[src/rtl/openram_testchip_ctrl.sv]
`default_nettype none
// =============================================================================
// openram_testchip_ctrl: packet-driven access controller for five OpenRAM macros
// Revision: 1.0
// =============================================================================
module openram_testchip_ctrl (
  input  logic         clk,
  input  logic         reset,
  input  logic         la_in_load,
  input  logic         gpio_in_scan,
  input  logic         la_sram_load,
  input  logic         gpio_sram_load,
  input  logic         gpio_out_scan,
  input  logic [111:0] la_bits,
  input  logic         gpio_bit,
  input  logic         in_select,
  input  logic [31:0]  sram0_rw_in,
  input  logic [31:0]  sram0_ro_in,
  input  logic [31:0]  sram1_rw_in,
  input  logic [31:0]  sram1_ro_in,
  input  logic [31:0]  sram2_rw_in,
  input  logic [31:0]  sram3_rw_in,
  input  logic [31:0]  sram4_rw_in,
  output logic [54:0]  sram0_connections,
  output logic [54:0]  sram1_connections,
  output logic [47:0]  sram2_connections,
  output logic [45:0]  sram3_connections,
  output logic [46:0]  sram4_connections,
  output logic [31:0]  la_data0,
  output logic [31:0]  la_data1,
  output logic         gpio_data0,
  output logic         gpio_data1
);
  localparam int NUM_SRAM = 5;

  logic [111:0] pkt_q, pkt_d;
  logic [31:0]  data0_q, data0_d, data1_q, data1_d;
  logic         ld_q, ld_d, rd0_q, rd0_d, rd1_q, rd1_d;
  logic [3:0]   sel_q, sel_d;

  logic [3:0]   sel;
  logic [15:0]  addr0, addr1;
  logic [31:0]  din0;
  logic         csb0, web0, csb1;
  logic [3:0]   wmask0;
  logic         sram_load;
  logic [NUM_SRAM-1:0] csb0_gate, csb1_gate;
  logic [31:0]  rw_mux, ro_mux;
  logic         cap0, cap1;
  logic         unused_pkt_bits;

  assign sel    = pkt_q[111:108];
  assign addr0  = pkt_q[107:92];
  assign din0   = pkt_q[91:60];
  assign csb0   = pkt_q[59];
  assign web0   = pkt_q[58];
  assign wmask0 = pkt_q[57:54];
  assign addr1  = pkt_q[53:38];
  assign csb1   = pkt_q[5];
  // Port-1 write fields exist in the packet format but no macro uses them.
  assign unused_pkt_bits = ^{addr0[15:10], addr1[15:8], pkt_q[37:6], pkt_q[4:0]};

  assign sram_load = in_select ? gpio_sram_load : la_sram_load;

  for (genvar k = 0; k < NUM_SRAM; k++) begin : g_csb
    assign csb0_gate[k] = (sram_load && (sel == 4'(k))) ? csb0 : 1'b1;
    assign csb1_gate[k] = (sram_load && (sel == 4'(k))) ? csb1 : 1'b1;
  end

  assign sram0_connections = {csb0_gate[0], web0, wmask0, addr0[7:0], din0, csb1_gate[0], addr1[7:0]};
  assign sram1_connections = {csb0_gate[1], web0, wmask0, addr0[7:0], din0, csb1_gate[1], addr1[7:0]};
  assign sram2_connections = {csb0_gate[2], web0, wmask0, addr0[9:0], din0};
  assign sram3_connections = {csb0_gate[3], web0, wmask0, addr0[7:0], din0};
  assign sram4_connections = {csb0_gate[4], web0, wmask0, addr0[8:0], din0};

  always_comb begin
    rw_mux = '0;
    ro_mux = '0;
    case (sel_q)
      4'd0: begin rw_mux = sram0_rw_in; ro_mux = sram0_ro_in; end
      4'd1: begin rw_mux = sram1_rw_in; ro_mux = sram1_ro_in; end
      4'd2: rw_mux = sram2_rw_in;
      4'd3: rw_mux = sram3_rw_in;
      4'd4: rw_mux = sram4_rw_in;
      default: ;
    endcase
  end

  always_comb begin
    pkt_d = pkt_q;
    if (!in_select && la_in_load) begin
      pkt_d = la_bits;
    end else if (in_select && gpio_in_scan) begin
      pkt_d = {pkt_q[110:0], gpio_bit};
    end

    ld_d  = sram_load;
    sel_d = sel;
    rd0_d = !csb0 && web0;
    rd1_d = !csb1;

    // Issue state from the previous cycle picks up the macro's dout now.
    cap0    = ld_q && rd0_q;
    cap1    = ld_q && rd1_q;
    data0_d = data0_q;
    data1_d = data1_q;
    if (cap0 || cap1) begin
      if (cap0) data0_d = rw_mux;
      if (cap1) data1_d = ro_mux;
    end else if (gpio_out_scan) begin
      data0_d = {data0_q[30:0], 1'b0};
      data1_d = {data1_q[30:0], 1'b0};
    end
  end

  always_ff @(posedge clk) begin
    if (!reset) begin
      pkt_q   <= '0;
      data0_q <= '0;
      data1_q <= '0;
      ld_q    <= 1'b0;
      sel_q   <= '0;
      rd0_q   <= 1'b0;
      rd1_q   <= 1'b0;
    end else begin
      pkt_q   <= pkt_d;
      data0_q <= data0_d;
      data1_q <= data1_d;
      ld_q    <= ld_d;
      sel_q   <= sel_d;
      rd0_q   <= rd0_d;
      rd1_q   <= rd1_d;
    end
  end

  assign la_data0   = data0_q;
  assign la_data1   = data1_q;
  assign gpio_data0 = data0_q[31];
  assign gpio_data1 = data1_q[31];
endmodule
`default_nettype wire

[config.mk]
export PLATFORM = sky130hd
export DESIGN_NAME = openram_testchip_ctrl
export DESIGN_NICKNAME = d
export VERILOG_FILES = /design/src/rtl/openram_testchip_ctrl.sv
export SDC_FILE = /design/constraint.sdc
export NUM_CORES = 1
export LEC_CHECK = 0
export ABC_CLOCK_PERIOD_IN_PS = 1850
export BUFFER_PORTS_ARGS = -buffer_cell sky130_fd_sc_hd__clkbuf_2
export CORE_AREA = 3 3 259 261
export CTS_CLUSTER_SIZE = 12
export DETAILED_ROUTE_END_ITERATION = 8
export DIE_AREA = 0 0 262 264
export PLACE_DENSITY = 0.48
export SKIP_CTS_REPAIR_TIMING = 1
export SLEW_MARGIN = 20
export SYNTH_ARGS = -nofsm -noshare
export SYNTH_HDL_FRONTEND = slang
export SYNTH_SLANG_ARGS = --single-unit
export TNS_END_PERCENT = 1
[constraint.sdc]
create_clock -name clk -period 1.85 [get_ports clk]
set_input_delay 0.37 -clock clk [delete_from_list [all_inputs] [get_ports clk]]
set_output_delay 0.37 -clock clk [all_outputs]
set_load 0.01 [all_outputs]
# Word-level counts from Yosys, hierarchy flattened
# Cells that the tools add are included.
# word_totals
regBits,183
inputBits,345
output_inout_bits,317
wordCells,55
# classes
eq_ne,10
muxes,18
n_reduce_logical,20
# ops
operator,n
$mux W112,2
$mux W32,6
$pmux W32 S5,1
$pmux W32 S2,1
$eq A4 B2 Y1 const B,4
$logic_and A1 B1 Y1,10
$eq A4 B1 Y1 const B,2
$eq A4 B3 Y1 const B,2
$logic_not A4 Y1,2
$mux W1,8
$ne A2 B2 Y1 const B,2
$reduce_and A2 Y1,2
$reduce_bool A2 Y1,2
$logic_not A1 Y1,3
$logic_or A1 B1 Y1,1

# Depth between registers and ports, before layout
# Gate-level depths: netlist of run 1.
# logic_depth
word_depth,4
depth_mapped,7
depth_no_buf,4

# Worst setup path after synthesis of run 1
# Ideal clock, no wire load.
# synth_path
path_kind,reg-to-reg
from,register sel_q[0]
to,register data0_q[22] (netlist: la_data0[22])
setup_ps,134
t_arrival_ps,1492
t_required_ps,1716
path_slack_ps,224
path_stages_with_launch,7
n_path_buf,3
period_less_slack_ps,1626
cell_sequence,dfxtp_1 -> buf_2 -> buf_4 -> buf_4 -> mux2_2 -> a222oi_1 -> o22ai_1
# synth_between
elab_chain_len,4
word_cells_on_any_way,8
cone_classes,4 x eq/ne; 3 x mux; 1 x reduce/logical
# synth_lines
element,line_no,rtl
start: declaration,39,"logic [3:0] sel_q, sel_d;"
start signal: assignment,130,sel_q <= sel_d;
"$eq A4 B3 Y1, or another cell as far along",79,case (sel_q)
$pmux W32 S5 *,79,
$mux W32 *,108,if (cap0) data0_d = rw_mux;
$mux W32 *,107,if (cap0 || cap1) begin
end signal: assignment,127,data0_q <= data0_d;
end: declaration,37,"logic [31:0] data0_q, data0_d, data1_q, data1_d;"
# Every way passes the cells marked *; elsewhere a longest branch is shown, timed or not. The select of a mux whose other input is x is not followed.
# A chain may end at the register's enable or synchronous reset.

# Worst setup path in the final report of run 1
# layout_path
from,input port in_select
to,output port sram1_connections[8]
# layout_between
elab_chain_len,3
# layout_lines
element,line_no,rtl
start: declaration,16,"input logic in_select,"
$mux W1,63,assign sram_load = in_select ? gpio_sram_load : la_sram_load;
$logic_and A1 B1 Y1,67,assign csb1_gate[k] = (sram_load && (sel == 4'(k))) ? csb1 : 1'b1;
$mux W1,67,
end: declaration,25,"output logic [54:0] sram1_connections,"
# No other way between the ends.

==> results.toml, run 1 <==
[sta]
slew_headroom = 0.488
rsz0062_at_grt = "yes"
setup_viol = 0
worstMarginPinSlew_ns = 0.768
hold_slack_ns = 0.165
hold_viol_final = 0
drv_slew = 0
timing.fmax_mhz = 548
skew_ns = 0.0244
post-route-min-period_ns = 1.83
fin_crit_sh = 0.987
tns_ns = 0
timing.final.ws_setup_ns = 0.0240

[synth]
syn-num-nets = 1613
synth_edf_count = 0
yosys_register_bits = 183
synth.yosys.seq_area_share = 0.332
synth_cells = 1268
synth.distinct_cells = 47
yosysWarnings = 0
syn_area_um2 = 11000
ys.flop_type = "dfxtp_1"
synth.avg_cell_area_um2 = 8.70
synthArstFlopShare = 0

[route]
drtAntennaViolNets = 0
drt_iter0_markers = 689
num_vias = 10900
avgViaCountPerCell = 4.29
drc = 0
drt-total-wl_um = 46200
drt_first_pass_iters = 6
wl_per_cell_um = 18.2

[floorplan]
chipHeight_um = 264
fp.dieW_um = 262
core_area_um2 = 64700
top_level_ports = 662
start_util = 0.171
num_rows = 93
dieArea_um2 = 69200

[grt]
track_usage = 0.127
grt_start_max_net_pins = 57
globalRouteOverflowTotal = 0
grt_pass1_vias = 10800
grt_pass1_wl_um = 66700
antenna_found_initial = 5

[clock_tree]
clock_latency_ns = 0.48
cts.sinks = 183
cts_buffers = 17
cts_tree = "done"
htreeDepth = 4
path_clk_slew_ns = 0.08
max-clock-path-buffers = 2
root_buffer = "clkbuf_16"

[layout]
layout-drive-gt1-share = 0.483
nets = 2016
syn_to_final_growth_pct = 31.5
final_area_um2 = 14500
final_util = 0.224
final-instance-count-excl-fill = 2540

[placement]
pre_cts_ws_ns = -0.0452
dpl.cell_count = 2505
placed_area_um2 = 13900
place.gp.congestion = 0.832
io_buffers = 661
place.detailed.hpwl_um = 37500

[outcome]
status = "complete, no violations"

[power_and_ir_drop]
switching_share = 0.326
power_frac_seq = 0.426
pwr-share-clk = 0.353
powerDensity_nw_per_um2 = 717
ir_drop_mv = 0.557
p_leak_nw = 6.62
switchingPower_mw = 3.39
pwr-share-comb = 0.221
p_total_mw = 10.4
cellInternalPower_mw = 7.02

[worst_setup_path]
crit_path_end_kind = "output port"
cp-start-kind = "input port"
crit_chain = "clkbuf_2, mux2i_2, nor4_4, buf_4, nand3b_1, buf_2"
critPathMaxFanout = 4
crit_required_ns = 1.48
arrival_ns = 1.46
cp_slowest_cell = "mux2i_2"
cpPeakStageDelay_ns = 0.49
critical_path_class = "in -> out"

[run]
cap_violations = 0

[worst_hold_path]
hold_path_class = "in -> reg"
==> registers in the layout (all words and copies together) (netlist names) <==
register	cells
pkt_q	112
la_data0	32
la_data1	32
sel_q	4
ld_q	1
rd0_q	1
rd1_q	1
==> synthesized netlist by cell type, drive strengths merged, types with 22 or more instances <==
master / instances / area (um2)
buf: 283 / 2070
dfxtp: 183 / 3660
mux2i: 123 / 1230
nor2: 98 / 384
a211oi: 87 / 653
nand2: 68 / 255
clkbuf: 67 / 253
o21ai: 58 / 290
a21oi: 53 / 265
a221oi: 33 / 302
o22ai: 32 / 200
a22oi: 25 / 188
o2bb2ai: 22 / 193
==> power groups by stage <==
stage / Clock (mW) / Combinational, mW / Sequential (mW)
after global placement: 0 / 2.30 / 4.52
after CTS: 3.86 / 2.31 / 4.44
after detailed placement: 0 / 2.30 / 4.53
after floorplan: 0 / 1.56 / 4.45
after global routing: 4.00 / 2.50 / 4.48
final: 3.67 / 2.30 / 4.44
==> metal layers <==
layer / global-route usage / wire [um] / share of wire / vias to the layer above
met5: 0 / 13 / 0.00028 / -
met4: 0.0493 / 1170 / 0.025 / 2
met3: 0.0347 / 3730 / 0.081 / 55
met2: 0.222 / 22900 / 0.50 / 521
met1: 0.147 / 18400 / 0.40 / 5145
li1: - / - / - / 5172
==> worst max-delay path: cells and delay by family <==
kind	cells	cell delay [ns]
buffers and inverters	3	0.41
muxes	1	0.49
and+or+nand+nor	2	0.18
==> area by class of cell <==
type / count / area, um2
multi-input cells: 732 / 5130
clock buffers: 18 / 429
clock inverters: 14 / 129
inverters: 3 / 13.8
well taps: 855 / 1070
flip-flops and latches: 183 / 3680
repair buffers: 734 / 4060
fillers: 7249 / 50200
diodes: 1 / 2.50
==> kinds of logic (layout without fill, tap and decap cells) <==
kind of cell           count (synthesis)  count (layout)  synth area share
other                                  0               1                 0
DFF                                  183             183             0.332
and+or+nand+nor                      228             228            0.0965
buffers and inverters                353             769             0.212
muxes                                144             144             0.134
AOI/OAI and AO/OA                    360             360             0.226
==> worst paths after layout <==
| path | to | start | cells past startpoint | slack [ns] |
|---|---|---|---|---|
| setup / recovery | sram1_connections[8] | in_select | 6 | 0.02 |
| setup reg to reg | la_data0[29]$_SDFFE_PN0P_ | sel_q[0]$_SDFF_PN0_ | 6 | 0.13 |
| hold reg to reg | la_data1[23]$_SDFFE_PN0P_ | la_data1[23]$_SDFFE_PN0P_ | 2 | 0.47 |
| hold / removal | pkt_q[84]$_SDFFE_PN0P_ | la_bits[84] | 3 | 0.17 |
==> placed cells by master, fill, tap and decap left out, drive strengths merged, types with 2 or more instances in the layout <==
| cell type | instances |
|---|---|
| clkinv | 4 |
| nor3b | 2 |
| o2bb2ai | 22 |
| buf | 74 |
| and2 | 14 |
| nand3b | 3 |
| o21a | 3 |
| a222oi | 12 |
| dfxtp | 183 |
| nor4b | 2 |
| nor2b | 4 |
| inv | 12 |
| a22oi | 25 |
| nor4 | 3 |
| nand3 | 10 |
| and3 | 18 |
| nand2 | 68 |
| a211oi | 87 |
| mux2 | 20 |
| o21ai | 58 |
| mux2i | 123 |
| nor2 | 98 |
| a21boi | 3 |
| nor3 | 3 |
| o22ai | 32 |
| a31oi | 19 |
| a22o | 11 |
| a221oi | 33 |
| clkbuf | 678 |
| a21oi | 53 |
(Power assumes the default switching activity.)
==> run 2: changes to the inputs <==
--- a/config.mk
+++ b/config.mk
@@ -12,6 +12,7 @@
 export DETAILED_ROUTE_END_ITERATION = 8
 export DIE_AREA = 0 0 262 264
 export PLACE_DENSITY = 0.48
+export SETUP_SLACK_MARGIN = 0.15
 export SKIP_CTS_REPAIR_TIMING = 1
 export SLEW_MARGIN = 20
 export SYNTH_ARGS = -nofsm -noshare
==> run 2 against run 1 <==
  * Via count increased by 0.17%
  * Sequential share of layout area decreased by 0.057 points
  * Worst hold slack improved by 0.00085 ns
  * Count of clock-buffer cells in the layout unchanged
  * First-iteration DRC count increased by 3.6%
  * Wire length about the same
  * Critical path depth unchanged
  * Largest cell class unchanged
  * Highest routed layer unchanged
==> results.toml, run 2 (synthesis gave the netlist of run 1 again) <==
[grt]
grt_pass1_vias = 10800
grt_pass1_wl_um = 66700
grt_use_met2 = 0.222
gr-usage-met3 = 0.0347
globalRouteOverflowTotal = 0
grt_use_met1 = 0.147
grt_start_max_net_pins = 57
busiest_layer = "met2"
track_usage = 0.127
antenna_found_initial = 5

[sta]
timing.fmax_mhz = 548
fin_crit_sh = 0.987
timing.final.ws_setup_ns = 0.0249
slew_headroom = 0.477
post-route-min-period_ns = 1.83
worstMarginPinSlew_ns = 0.784
skew_ns = 0.0243
setup_viol = 0
hold_viol_final = 0
rsz0062_at_grt = "yes"
hold_slack_ns = 0.166
drv_slew = 0

[run]
cap_violations = 0

[worst_setup_path]
critPathMaxFanout = 4
crit_required_ns = 1.48
worstRegToRegCells = 6
crit_path_end_kind = "output port"
reg2reg_from = "sel_q[0]$_SDFF_PN0_"
reg2reg_slack_ns = 0.20
cp-start-kind = "input port"
arrival_ns = 1.46
critical_path_class = "in -> out"
r2r_end = "la_data0[29]$_SDFFE_PN0P_"

[route]
drt-total-wl_um = 46200
drt_iter0_markers = 714
num_vias = 10900
wl_per_cell_um = 18.2
drc = 0
drtAntennaViolNets = 0
drt_first_pass_iters = 5
avgViaCountPerCell = 4.30

[layout]
final_cell_mix = "clkbuf_2 (660), dfxtp_1 (174), mux2i_1 (122), nor2_1 (96), a211oi_1 (87)"
layout-drive-gt1-share = 0.489
nets = 2016
regMostFlops = "pkt_q"
largest_reg_flops = 112
fillerInstances = 7251
syn_to_final_growth_pct = 32.0
final_common_cell = "clkbuf_2"

[worst_hold_path]
hold_end = "pkt_q[84]$_SDFFE_PN0P_"
hold_path_startpoint = "la_bits[84]"
worstHoldPathCells = 3
hold_path_class = "in -> reg"

[floorplan]
dieArea_um2 = 69200
core_area_um2 = 64700
num_rows = 93
top_level_ports = 662
fp.dieW_um = 262
start_util = 0.171
chipHeight_um = 264

[clock_tree]
cts_tree = "done"
htreeDepth = 4
max-clock-path-buffers = 2
cts_buffers = 17
cts.sinks = 183
clock_latency_ns = 0.48
root_buffer = "clkbuf_16"
path_clk_slew_ns = 0.08

[power_and_ir_drop]
p_leak_nw = 6.64
powerDensity_nw_per_um2 = 715
ir_drop_mv = 0.555

[outcome]
status = "complete, no violations"

[placement]
io_buffers = 661
pre_cts_ws_ns = -0.0452
place.detailed.hpwl_um = 37500
place.gp.congestion = 0.832
-- run 2: worst max-delay path by stage --
| stage | startpoint | endpoint | slack (ns) | depth (start not counted) |
|---|---|---|---|---|
| after detailed placement | sel_q[0]$_SDFF_PN0_ | la_data0[2]$_SDFFE_PN0P_ | -0.05 | 4 |
| final | in_select | sram1_connections[8] | 0.02 | 6 |
| after CTS | pkt_q[59]$_SDFFE_PN0P_ | sram4_connections[46] | -0.22 | 3 |
| after global routing | in_select | sram1_connections[8] | -0.05 | 6 |
| after floorplan | sel_q[0]$_SDFF_PN0_ | la_data0[22]$_SDFFE_PN0P_ | 0.22 | 6 |
| after global placement | sel_q[0]$_SDFF_PN0_ | la_data0[23]$_SDFFE_PN0P_ | 0.04 | 4 |
-- run 2: per-layer routing --
metal	part of all wire	wire (um)	vias up
met5	0.00028	13	-
met4	0.025	1150	2
met3	0.078	3620	55
met2	0.49	22900	531
met1	0.40	18600	5157
li1	-	-	5169
-- run 2: power breakdown --
| part | leakage [nW] | internal, mW | total [mW] | switching (mW) |
|---|---|---|---|---|
| clock network | 0.275 | 1.78 | 3.67 | 1.89 |
| logic | 4.86 | 1.08 | 2.31 | 1.23 |
| registers | 1.50 | 4.17 | 4.44 | 0.274 |
-- run 2: layout make-up --
type | instances | area [um2] | area share
clock buffer | 18 | 429 | 0.0295
tap | 855 | 1070 | 0.0735
sequential | 183 | 3680 | 0.253
antenna | 1 | 2.50 | 0.000172
multi-input combinational | 732 | 5150 | 0.354
timing repair buffer | 734 | 4080 | 0.280
inverter | 3 | 13.8 | 0.000945
clock inverter | 14 | 129 | 0.00885
-- run 2: stage by stage --
stage | power [mW] | instances | instance area [um2] | setup TNS, ns | util
finish | 10.4 | 2540 | 14600 | 0 | 0.225
global route | 11.0 | 2540 | 14600 | -0.241 | 0.225
CTS | 10.6 | 2537 | 14400 | -1.70 | 0.223
detailed placement | 6.83 | 2505 | 13900 | -0.252 | 0.214
global placement | 6.82 | 2505 | 13900 | 0 | 0.214
floorplan | 6.01 | 1268 | 11000 | 0 | -
-- run 2: worst max-delay path, cell delays in order --
cell and delay (ns):
clkbuf_2 0.13, mux2i_2 0.49, nor4_4 0.10, buf_4 0.15, nand3b_1 0.08, buf_2 0.13
==> run 3: changes to the inputs <==
--- a/config.mk
+++ b/config.mk
@@ -5,7 +5,7 @@
 export SDC_FILE = /design/constraint.sdc
 export NUM_CORES = 1
 export LEC_CHECK = 0
-export ABC_CLOCK_PERIOD_IN_PS = 1850
+export ABC_CLOCK_PERIOD_IN_PS = 2360
 export BUFFER_PORTS_ARGS = -buffer_cell sky130_fd_sc_hd__clkbuf_2
 export CORE_AREA = 3 3 259 261
 export CTS_CLUSTER_SIZE = 12
==> constraint.sdc (replaced) <==
create_clock -name clk -period 2.36 [get_ports clk]
set_input_delay 0.472 -clock clk [delete_from_list [all_inputs] [get_ports clk]]
set_output_delay 0.472 -clock clk [all_outputs]
set_load 0.01 [all_outputs]
==> run 3 against run 2 <==
  * Sequential cell count did not move
  * Register-to-register slack improved by 0.06 ns
  * Wire length barely moved
  * Clock power fell by 18%
  * Largest power group unchanged
  * Cell area fell by 2.9%
  * Clock skew fell by 0.010 ns
  * Combinational power fell by 26%
  * Sequential share of layout area rose by 0.62 points
==> results.toml, run 3 (synthesis gave the netlist of run 1 again) <==
[placement]
dpl.cell_count = 2477
place.detailed.hpwl_um = 36700
io_buffers = 661
place.gp.congestion = 0.810

[grt]
grt_start_max_net_pins = 89
grt_pass1_wl_um = 66300
grt_pass1_vias = 10700
track_usage = 0.126
antenna_found_initial = 7
globalRouteOverflowTotal = 0

[worst_setup_path]
worstRegToRegCells = 4
cp-start-kind = "flip-flop"
critical_path_class = "reg -> out"
cpPeakStageDelay_ns = 0.46
r2r_end = "la_data0[17]$_SDFFE_PN0P_"
critPathMaxFanout = 6
crit_chain = "nor4_2, nand3b_1, clkbuf_2"
reg2reg_slack_ns = 0.26
cp_slowest_cell = "dfxtp_1"
crit_required_ns = 1.89
crit_path_end_kind = "output port"
reg2reg_from = "sel_q[0]$_SDFF_PN0_"
arrival_ns = 1.64

[floorplan]
dieArea_um2 = 69200
fp.dieW_um = 262
start_util = 0.171
num_rows = 93
core_area_um2 = 64700
chipHeight_um = 264
top_level_ports = 662

[power_and_ir_drop]
switching_share = 0.313
cellInternalPower_mw = 5.65
pwr-share-comb = 0.208
pwr-share-clk = 0.367
powerDensity_nw_per_um2 = 582
p_leak_nw = 6.42
p_total_mw = 8.23
power_frac_seq = 0.425
ir_drop_mv = 0.407
switchingPower_mw = 2.58

[layout]
multi_input_area_um2 = 5080
regMostFlops = "pkt_q"
layout-drive-gt1-share = 0.467
final-instance-count-excl-fill = 2510
nets = 1986
fillerInstances = 7242
seqCellArea_um2 = 3670
final_cell_mix = "clkbuf_2 (661), dfxtp_1 (181), mux2i_1 (123), nor2_1 (96), a211oi_1 (87)"
final_common_cell = "clkbuf_2"
largest_reg_flops = 112
syn_to_final_growth_pct = 28.2

[worst_hold_path]
hold_end = "pkt_q[84]$_SDFFE_PN0P_"
hold_path_class = "in -> reg"
hold_path_startpoint = "la_bits[84]"
worstHoldPathCells = 3

[route]
avgViaCountPerCell = 4.30
wl_per_cell_um = 18.4
num_vias = 10800
drt-total-wl_um = 46200
drt_iter0_markers = 495
drc = 0
drt_first_pass_iters = 7
drtAntennaViolNets = 0

[clock_tree]
cts_buffers = 17
path_clk_slew_ns = 0.08
clock_latency_ns = 0.47
root_buffer = "clkbuf_16"
max-clock-path-buffers = 2
cts_tree = "done"
cts.sinks = 183
htreeDepth = 4

[sta]
timing.fmax_mhz = 473
rsz0062_at_grt = "yes"
drv_slew = 0
setup_viol = 0
skew_ns = 0.0139
slew_headroom = 0.297
fin_crit_sh = 0.896
worstMarginPinSlew_ns = 1.05
tns_ns = 0
hold_viol_final = 0
post-route-min-period_ns = 2.11

[run]
cap_violations = 0

[outcome]
status = "complete, no violations"
## run 3: cell count changes in the layout (fill, tap and decap cells not counted), moves of 4 or more
cell	change
buf_4	-17
dfxtp_4	-4
buf_12	-8
dfxtp_1	+7
## run 3: per-stage QoR
stage | utilization | hold WS [ns] | setup WS [ns] | instance area, um2
final | 0.219 | 0.270 | 0.246 | 14100
after global routing | 0.219 | 0.240 | 0.113 | 14100
after CTS | 0.218 | 0.214 | 0.107 | 14100
after detailed placement | 0.209 | 0.453 | 0.141 | 13500
after global placement | 0.209 | 0.453 | 0.257 | 13500
after floorplan | - | 0.426 | 0.734 | 11000
## run 3: final cells by class
| class | count | area share |
|---|---|---|
| clock buffers | 20 | 0.0316 |
| diodes | 1 | 0.000177 |
| inverters | 3 | 0.000973 |
| clock inverters | 12 | 0.00991 |
| multi-input cells | 732 | 0.359 |
| well taps | 855 | 0.0757 |
| repair buffers | 704 | 0.263 |
| flip-flops and latches | 183 | 0.259 |
## run 3: how the worst max path moves through the flow
| stage | startpoint | to | slack, ns | cells after the start |
|---|---|---|---|---|
| 3_5_place_dp | sel_q[1]$_SDFF_PN0_ | la_data0[29]$_SDFFE_PN0P_ | 0.14 | 4 |
| 6_report | pkt_q[111]$_SDFFE_PN0P_ | sram4_connections[46] | 0.25 | 3 |
| 2_1_floorplan | sel_q[0]$_SDFF_PN0_ | la_data0[22]$_SDFFE_PN0P_ | 0.73 | 6 |
| 5_1_grt | pkt_q[109]$_SDFFE_PN0P_ | sram1_connections[8] | 0.11 | 3 |
| 3_3_place_gp | sel_q[1]$_SDFF_PN0_ | la_data0[29]$_SDFFE_PN0P_ | 0.26 | 4 |
| 4_1_cts | pkt_q[59]$_SDFFE_PN0P_ | sram4_connections[46] | 0.11 | 3 |
## run 3: per-layer routing
metal,share of wire,vias up,GRT usage
li1,-,5108,-
met1,0.40,5087,0.144
met2,0.49,530,0.222
met3,0.086,57,0.0366
met4,0.024,6,0.0474
met5,0.0010,-,0
## run 3: critical path: cells and delay by family (launching register included)
kind	cells	cell delay [ns]
buffers and inverters	1	0.16
AND/OR/NAND/NOR	2	0.54
flip-flops	1	0.46
## run 3: power groups by stage
| stage | Clock, mW | Sequential [mW] | Combinational (mW) |
|---|---|---|---|
| global placement | 0 | 3.56 | 1.72 |
| floorplan | 0 | 3.49 | 1.23 |
| global route | 3.30 | 3.53 | 1.86 |
| CTS | 3.19 | 3.50 | 1.73 |
| detailed placement | 0 | 3.57 | 1.73 |
| finish | 3.02 | 3.50 | 1.72 |
